`config.mk`:
```
export PLATFORM = sky130hd
export DESIGN_NAME = ad9226_axis_packer
export DESIGN_NICKNAME = d
export VERILOG_FILES = /design/src/rtl/ad9226_axis_packer.sv
export SDC_FILE = /design/constraint.sdc
export NUM_CORES = 1
export LEC_CHECK = 0
export CAP_MARGIN = 10
export CELL_PAD_IN_SITES_DETAIL_PLACEMENT = 0
export CELL_PAD_IN_SITES_GLOBAL_PLACEMENT = 1
export CORE_AREA = 2 2 137 166
export CTS_BUF_LIST = sky130_fd_sc_hd__clkbuf_16
export DETAILED_ROUTE_END_ITERATION = 10
export DIE_AREA = 0 0 139 168
export PLACE_DENSITY = 0.78
export RECOVER_POWER = 100
export SLEW_MARGIN = 20
export SYNTH_ARGS = -nofsm -noshare
export SYNTH_HDL_FRONTEND = slang
export SYNTH_SLANG_ARGS = --single-unit
```
`constraint.sdc`:
```
create_clock -name clk -period 3.1 [get_ports clk]
set_input_delay 0.775 -clock clk [delete_from_list [all_inputs] [get_ports clk]]
set_output_delay 0.775 -clock clk [all_outputs]
set_load 0.1 [all_outputs]
```
`src/rtl/ad9226_axis_packer.sv`:
```
// ad9226_axis_packer: packs AD9226 ADC samples into a 16-bit AXI-Stream with a FIFO and fixed-length packets
// Optional feature macro: AD9226_AVG_EN (pairwise averaging, decimation by 2)
// Ports: clk, rst_n (async active-low), eoc/data_in/enable (ADC capture side),
//        m_axis_tdata/tvalid/tready/tlast (AXI-Stream master), overflow_count (dropped samples),
//        fifo_level (FIFO occupancy)
module ad9226_axis_packer #(
   parameter int ADC_DATA_WIDTH = 12,
   parameter int FIFO_DEPTH     = 16,
   parameter int PACKET_LEN     = 256
) (
   input  logic                          clk,
   input  logic                          rst_n,
   input  logic                          eoc,
   input  logic [ADC_DATA_WIDTH-1:0]     data_in,
   input  logic                          enable,
   output logic [15:0]                   m_axis_tdata,
   output logic                          m_axis_tvalid,
   input  logic                          m_axis_tready,
   output logic                          m_axis_tlast,
   output logic [15:0]                   overflow_count,
   output logic [$clog2(FIFO_DEPTH):0]   fifo_level
);
   localparam int AW = $clog2(FIFO_DEPTH);
   localparam logic [15:0] LAST_BEAT = 16'(PACKET_LEN - 1);
   typedef enum logic {EMPTY, VALID} out_state_t;
   out_state_t state, state_nx;
   logic eoc_q, sample_evt, word_vld, full, pop, push, drop;
   logic [15:0] word;
   logic [15:0] mem [FIFO_DEPTH];
   logic [AW-1:0] wr_ptr, rd_ptr;
   logic [AW:0] level;
   logic [15:0] beat;

   assign sample_evt = eoc && !eoc_q && enable;

`ifdef AD9226_AVG_EN
   typedef enum logic {FIRST, SECOND} avg_state_t;
   avg_state_t avg_state, avg_nx;
   logic [ADC_DATA_WIDTH-1:0] held;
   logic signed [ADC_DATA_WIDTH:0] sum, avg;
   assign sum = $signed({held[ADC_DATA_WIDTH-1], held}) + $signed({data_in[ADC_DATA_WIDTH-1], data_in});
   assign avg = sum >>> 1;
   assign word_vld = sample_evt && avg_state == SECOND;
   assign word = {{(15 - ADC_DATA_WIDTH){avg[ADC_DATA_WIDTH]}}, avg};
   always_comb begin
      avg_nx = avg_state;
      if (!enable) avg_nx = FIRST;
      else if (sample_evt) avg_nx = avg_state == FIRST ? SECOND : FIRST;
   end
   always_ff @(posedge clk or negedge rst_n) begin
      if (!rst_n) begin
         avg_state <= FIRST;
         held      <= '0;
      end else begin
         avg_state <= avg_nx;
         if (sample_evt && avg_state == FIRST) held <= data_in;
      end
   end
`else
   assign word_vld = sample_evt;
   assign word = {{(16 - ADC_DATA_WIDTH){data_in[ADC_DATA_WIDTH-1]}}, data_in};
`endif

   assign full = level == (AW + 1)'(FIFO_DEPTH);
   assign pop  = state == VALID && m_axis_tready;
   // A full FIFO still accepts a word when the head leaves in the same cycle.
   assign push = word_vld && (!full || pop);
   assign drop = word_vld && full && !pop;

   // Leaving VALID only when the popped word was the last one; a word written
   // on that same edge then takes the normal one-edge path through EMPTY.
   always_comb begin
      state_nx = state;
      if (state == EMPTY) state_nx = level != '0 ? VALID : EMPTY;
      else if (pop) state_nx = level > (AW + 1)'(1) ? VALID : EMPTY;
   end

   always_ff @(posedge clk or negedge rst_n) begin
      if (!rst_n) begin
         eoc_q          <= 1'b0;
         state          <= EMPTY;
         wr_ptr         <= '0;
         rd_ptr         <= '0;
         level          <= '0;
         beat           <= '0;
         overflow_count <= '0;
      end else begin
         eoc_q <= eoc;
         state <= state_nx;
         if (push) wr_ptr <= wr_ptr + 1'b1;
         if (pop) rd_ptr <= rd_ptr + 1'b1;
         level <= level + (AW + 1)'(push) - (AW + 1)'(pop);
         if (pop) beat <= beat == LAST_BEAT ? '0 : beat + 1'b1;
         if (drop && overflow_count != 16'hFFFF) overflow_count <= overflow_count + 1'b1;
      end
   end

   always_ff @(posedge clk) begin
      if (push) mem[wr_ptr] <= word;
   end

   assign m_axis_tvalid = state == VALID;
   assign m_axis_tdata  = m_axis_tvalid ? mem[rd_ptr] : '0;
   assign m_axis_tlast  = m_axis_tvalid && beat == LAST_BEAT;
   assign fifo_level    = level;
endmodule

```
==> results.rst <==
.. list-table::
   :header-rows: 1

   * - Metric
     - Value
   * - First-pass iteration count of the detailed router
     - 5
   * - Max clock buf depth
     - 3
   * - Worst-path fanout max
     - 7
   * - Total via count after detailed routing
     - about 5.3k
   * - First-pass GRT wire length
     - between 30 and 40 mm
   * - Outcome
     - finished with violations
   * - Maximum achievable frequency
     - between 300 and 400 MHz
   * - Number of hold-slack violations in the final timing report
     - 0
   * - Start-to-end type of the worst setup path
     - register to output pin
   * - Chip Width
     - between 100 and 150 µm
   * - Clk_lat worst skew
     - about 0.51 ns
   * - Number of placed I/O pins
     - 56
   * - Clock buffer count from CTS
     - 24
   * - Share of the yosys chip area belonging to registers
     - 0.703
   * - DRC errors left
     - 0
   * - Data arrival time of the critical path
     - around 2.4 ns
   * - Number of max-cap violations
     - 1
   * - Share of the cycle needed by the critical path after routing
     - 1.04
   * - CTS hold repair buffers
     - 0
   * - Net count reported at finish
     - between 600 and 700
   * - Area growth syn-to-layout
     - 21.9%
   * - Violations in the final reports
     - max-capacitance violations, max-slew violations, negative setup slack
   * - Standby leakage power
     - between 4 and 5 nW
   * - Net count after synthesis
     - 585
   * - Via count of the first global-routing pass
     - around 5.5k
   * - Share of final-layout standard cells stronger than drive strength 1
     - 0.273
   * - CP endpoint kind
     - output pin
   * - Number of clock sinks seen by CTS
     - roughly 240
   * - Relative slew slack
     - -0.0363
   * - Most instantiated flip-flop cell in the synthesis netlist
     - sky130_fd_sc_hd__edfxtp_1
   * - All-Layer GR Usage
     - 0.172
   * - Maximum number of pins on one net before global-route repair
     - 32
   * - Post-Syn Area per Cell
     - 17.9 µm²
   * - Clock Skew
     - 0.00904 ns
   * - Largest voltage drop on the vdd net
     - around 1400 µV
   * - Async set-or-reset flop fraction in the synthesized netlist
     - 0.197
   * - Actual transition at the worst max-transition pin
     - ~1.6 ns
   * - Pre-CTS WS
     - -0.231 ns
   * - Total global routing overflow
     - 0
   * - Unrepaired setup endpoints after global routing
     - yes
   * - Tightest hold margin
     - roughly 0.49 ns
   * - Number of placement rows
     - 60
   * - Synthesized cell area
     - about 0.0099 mm²
   * - Total core area
     - around 0.022 mm²
   * - Final worst slack
     - -0.112 ns
   * - # setup viols final
     - 16
   * - Number of antenna violations at the first check in global routing
     - 0
   * - Crit start category
     - register
   * - HPWL after DPL
     - roughly 12 mm
   * - Total power divided by cell area
     - ~1100 mW/mm²
   * - Total of warnings raised by yosys
     - 0
   * - DRT Wirelength
     - between 20 and 25 mm
   * - Number of enable-type register cells in the synthesized netlist
     - between 150 and 200
   * - Max-slew violation total from the final report
     - 29
   * - Per-cell via count in the routed design
     - 5.56
   * - Ant diodes
     - 0
   * - CTS root buffer
     - sky130_fd_sc_hd__clkbuf_16
   * - Path type of the worst min-delay path
     - register to register
   * - Area of the die
     - roughly 0.023 mm²
   * - Post-DR wirelength/cell
     - around 21 µm
   * - CTS HTree Levels
     - 1
   * - Clock-pin slew on the worst setup and hold paths
     - approximately 0.06 ns
   * - CTS tree
     - done
   * - Overall power consumption
     - roughly 0.013 W
   * - Count of cell types in the netlist
     - 46
   * - Starting utilization of the core area
     - 0.450
   * - Worst EP required
     - between 2 and 2.5 ns
   * - Port Buffer Count
     - 55
   * - Min Clock Period, post-route
     - around 3.2 ns
   * - Die Y-Extent
     - ~170 µm
   * - Count of antenna-violating nets left after detailed routing
     - 0
   * - Final weighted congestion in routability-driven placement
     - 0.810
   * - Starting DRC count in detailed routing
     - ~430
   * - Synth Register Bits
     - approximately 240
   * - Synth Instances
     - between 500 and 600
[power breakdown]
part | switching [W] | total, W | internal (W)
clock | 0.00119 | 0.00291 | 0.00172
combinational | 0.00345 | 0.00579 | 0.00234
sequential | 0.000276 | 0.00397 | 0.00369
total | 0.00492 | 0.0127 | 0.00776
[critical path, cell delays in order, from the launching register on]
cell and delay (ns):
sky130_fd_sc_hd__dfrtp_4 0.47, sky130_fd_sc_hd__buf_8 0.17, sky130_fd_sc_hd__buf_4 0.16, sky130_fd_sc_hd__mux4_2 0.54
sky130_fd_sc_hd__mux2i_4 0.19, sky130_fd_sc_hd__o22ai_4 0.17, sky130_fd_sc_hd__buf_12 0.21
[layout by cell type, fill, tap and decap left out, types with 4 or more instances in the layout]
cell type / n
sky130_fd_sc_hd__ha_1: 16
sky130_fd_sc_hd__nor4_1: 10
sky130_fd_sc_hd__clkinv_1: 4
sky130_fd_sc_hd__xor2_1: 17
sky130_fd_sc_hd__clkbuf_1: 31
sky130_fd_sc_hd__and3_1: 4
sky130_fd_sc_hd__mux2i_2: 9
sky130_fd_sc_hd__dfrtp_2: 5
sky130_fd_sc_hd__o21ai_0: 6
sky130_fd_sc_hd__nor4b_1: 4
sky130_fd_sc_hd__mux4_2: 49
sky130_fd_sc_hd__clkbuf_2: 15
sky130_fd_sc_hd__a21oi_1: 8
sky130_fd_sc_hd__edfxtp_1: 192
sky130_fd_sc_hd__nor3b_1: 5
sky130_fd_sc_hd__nor2_1: 8
sky130_fd_sc_hd__clkinv_2: 4
sky130_fd_sc_hd__clkbuf_16: 26
sky130_fd_sc_hd__xnor2_1: 14
sky130_fd_sc_hd__nand2b_1: 4
sky130_fd_sc_hd__nand2_1: 22
sky130_fd_sc_hd__o22ai_2: 10
sky130_fd_sc_hd__buf_12: 20
sky130_fd_sc_hd__nand3_1: 13
sky130_fd_sc_hd__mux2i_1: 12
sky130_fd_sc_hd__nor3_1: 6
sky130_fd_sc_hd__and4_1: 6
sky130_fd_sc_hd__buf_4: 11
sky130_fd_sc_hd__inv_1: 20
sky130_fd_sc_hd__nand4_1: 12
sky130_fd_sc_hd__dlygate4sd3_1: 14
sky130_fd_sc_hd__dfrtp_1: 41
[logic make-up (layout without fill, tap and decap cells)]
| family | Yosys count | after routing | share of synthesized area |
|---|---|---|---|
| mux | 75 | 75 | 0.138 |
| flops | 239 | 239 | 0.703 |
| compound gates | 30 | 30 | 0.0177 |
| xor+xnor | 31 | 31 | 0.0275 |
| fa+ha+maj | 17 | 17 | 0.0223 |
| buf+inv | 43 | 162 | 0.0210 |
| simple gates | 116 | 116 | 0.0699 |
[through the flow]
| step | setup TNS (ns) | cells | area (µm²) | utilization |
|---|---|---|---|---|
| finish | -1.10 | 949 | 12000 | 0.549 |
| global route | -2.35 | 949 | 12000 | 0.549 |
| CTS | -1.31 | 948 | 12200 | 0.558 |
| detailed placement | -0.345 | 895 | 11200 | 0.513 |
| global placement | -0.186 | 895 | 11200 | 0.513 |
| floorplan | -4.23 | 551 | 10000 | - |
[synthesized netlist by cell type (2+ instances only)]
library cell | n | share of area
sky130_fd_sc_hd__inv_1 | 16 | 0.0061
sky130_fd_sc_hd__mux2_2 | 3 | 0.0034
sky130_fd_sc_hd__nor3b_1 | 6 | 0.0046
sky130_fd_sc_hd__or3_1 | 2 | 0.0013
sky130_fd_sc_hd__xnor2_1 | 14 | 0.012
sky130_fd_sc_hd__and4_1 | 6 | 0.0053
sky130_fd_sc_hd__a21oi_1 | 8 | 0.0041
sky130_fd_sc_hd__clkbuf_1 | 10 | 0.0038
sky130_fd_sc_hd__nand2b_1 | 4 | 0.0025
sky130_fd_sc_hd__or2_2 | 2 | 0.0013
sky130_fd_sc_hd__nor4_1 | 10 | 0.0063
sky130_fd_sc_hd__and3_1 | 4 | 0.0025
sky130_fd_sc_hd__buf_4 | 9 | 0.0068
sky130_fd_sc_hd__nor2_1 | 8 | 0.0030
sky130_fd_sc_hd__and2_1 | 6 | 0.0038
sky130_fd_sc_hd__nand2_1 | 22 | 0.0084
sky130_fd_sc_hd__nor4b_1 | 5 | 0.0044
sky130_fd_sc_hd__and3b_1 | 2 | 0.0018
sky130_fd_sc_hd__nand4_1 | 12 | 0.0076
sky130_fd_sc_hd__edfxtp_1 | 192 | 0.58
sky130_fd_sc_hd__buf_1 | 2 | 0.00076
sky130_fd_sc_hd__nor3_1 | 6 | 0.0030
sky130_fd_sc_hd__mux4_2 | 49 | 0.11
sky130_fd_sc_hd__o22ai_1 | 12 | 0.0076
sky130_fd_sc_hd__ha_1 | 16 | 0.020
sky130_fd_sc_hd__buf_2 | 4 | 0.0020
sky130_fd_sc_hd__mux2i_1 | 23 | 0.023
sky130_fd_sc_hd__nand3_1 | 13 | 0.0066
sky130_fd_sc_hd__xor2_1 | 17 | 0.015
sky130_fd_sc_hd__o21ai_0 | 6 | 0.0030
sky130_fd_sc_hd__dfrtp_1 | 47 | 0.12
[per-layer routing]
metal,vias to the layer above,GRT usage,share of wire
li1,2377,-,-
met1,2706,0.223,0.41
met2,156,0.307,0.52
met3,40,0.0213,0.045
met4,0,0.0479,0.023
met5,-,0,0
[final timing paths]
| kind | slack [ns] | depth (start not counted) | startpoint | to |
|---|---|---|---|---|
| setup / recovery | -0.11 | 6 | rd_ptr[0] | m_axis_tdata[13] |
| hold / removal | 0.49 | 1 | beat[12] | beat[12] |
| setup reg to reg | 0.30 | 8 | fifo_level[2] | mem[0][3] |
| hold reg to reg | 0.49 | 1 | beat[12] | beat[12] |
| max in group asynchronous | 1.16 | 2 | rst_n | rd_ptr[1] |
| min in group asynchronous | 0.64 | 1 | rst_n | m_axis_tvalid |
[layout make-up]
class / instances / area [µm²]
Inverter: 17 / 63.8
Clock inverter: 19 / 178
Tap cell: 279 / 349
Fill cell: 1729 / 9880
Multi-Input combinational cell: 269 / 2880
Timing Repair Buffer: 101 / 986
Clock buffer: 25 / 626
Sequential cell: 239 / 6950
[registers in the layout, summed over array words and instances (netlist names)]
name and cells:
m_axis_tvalid 1, mem 192, rd_ptr 4, beat 16
eoc_q 1, wr_ptr 4, fifo_level 5, overflow_count 16
[what timing repair did]
action / 4_1_cts / 5_1_grt
resized for setup: 13 / 7
cloned: 2 / 1
setup endpoints to repair: 17 / 16
buffers inserted: 7 / 0
pin swaps: 4 / 3
Note: power is estimated with default switching activity, not from simulation.
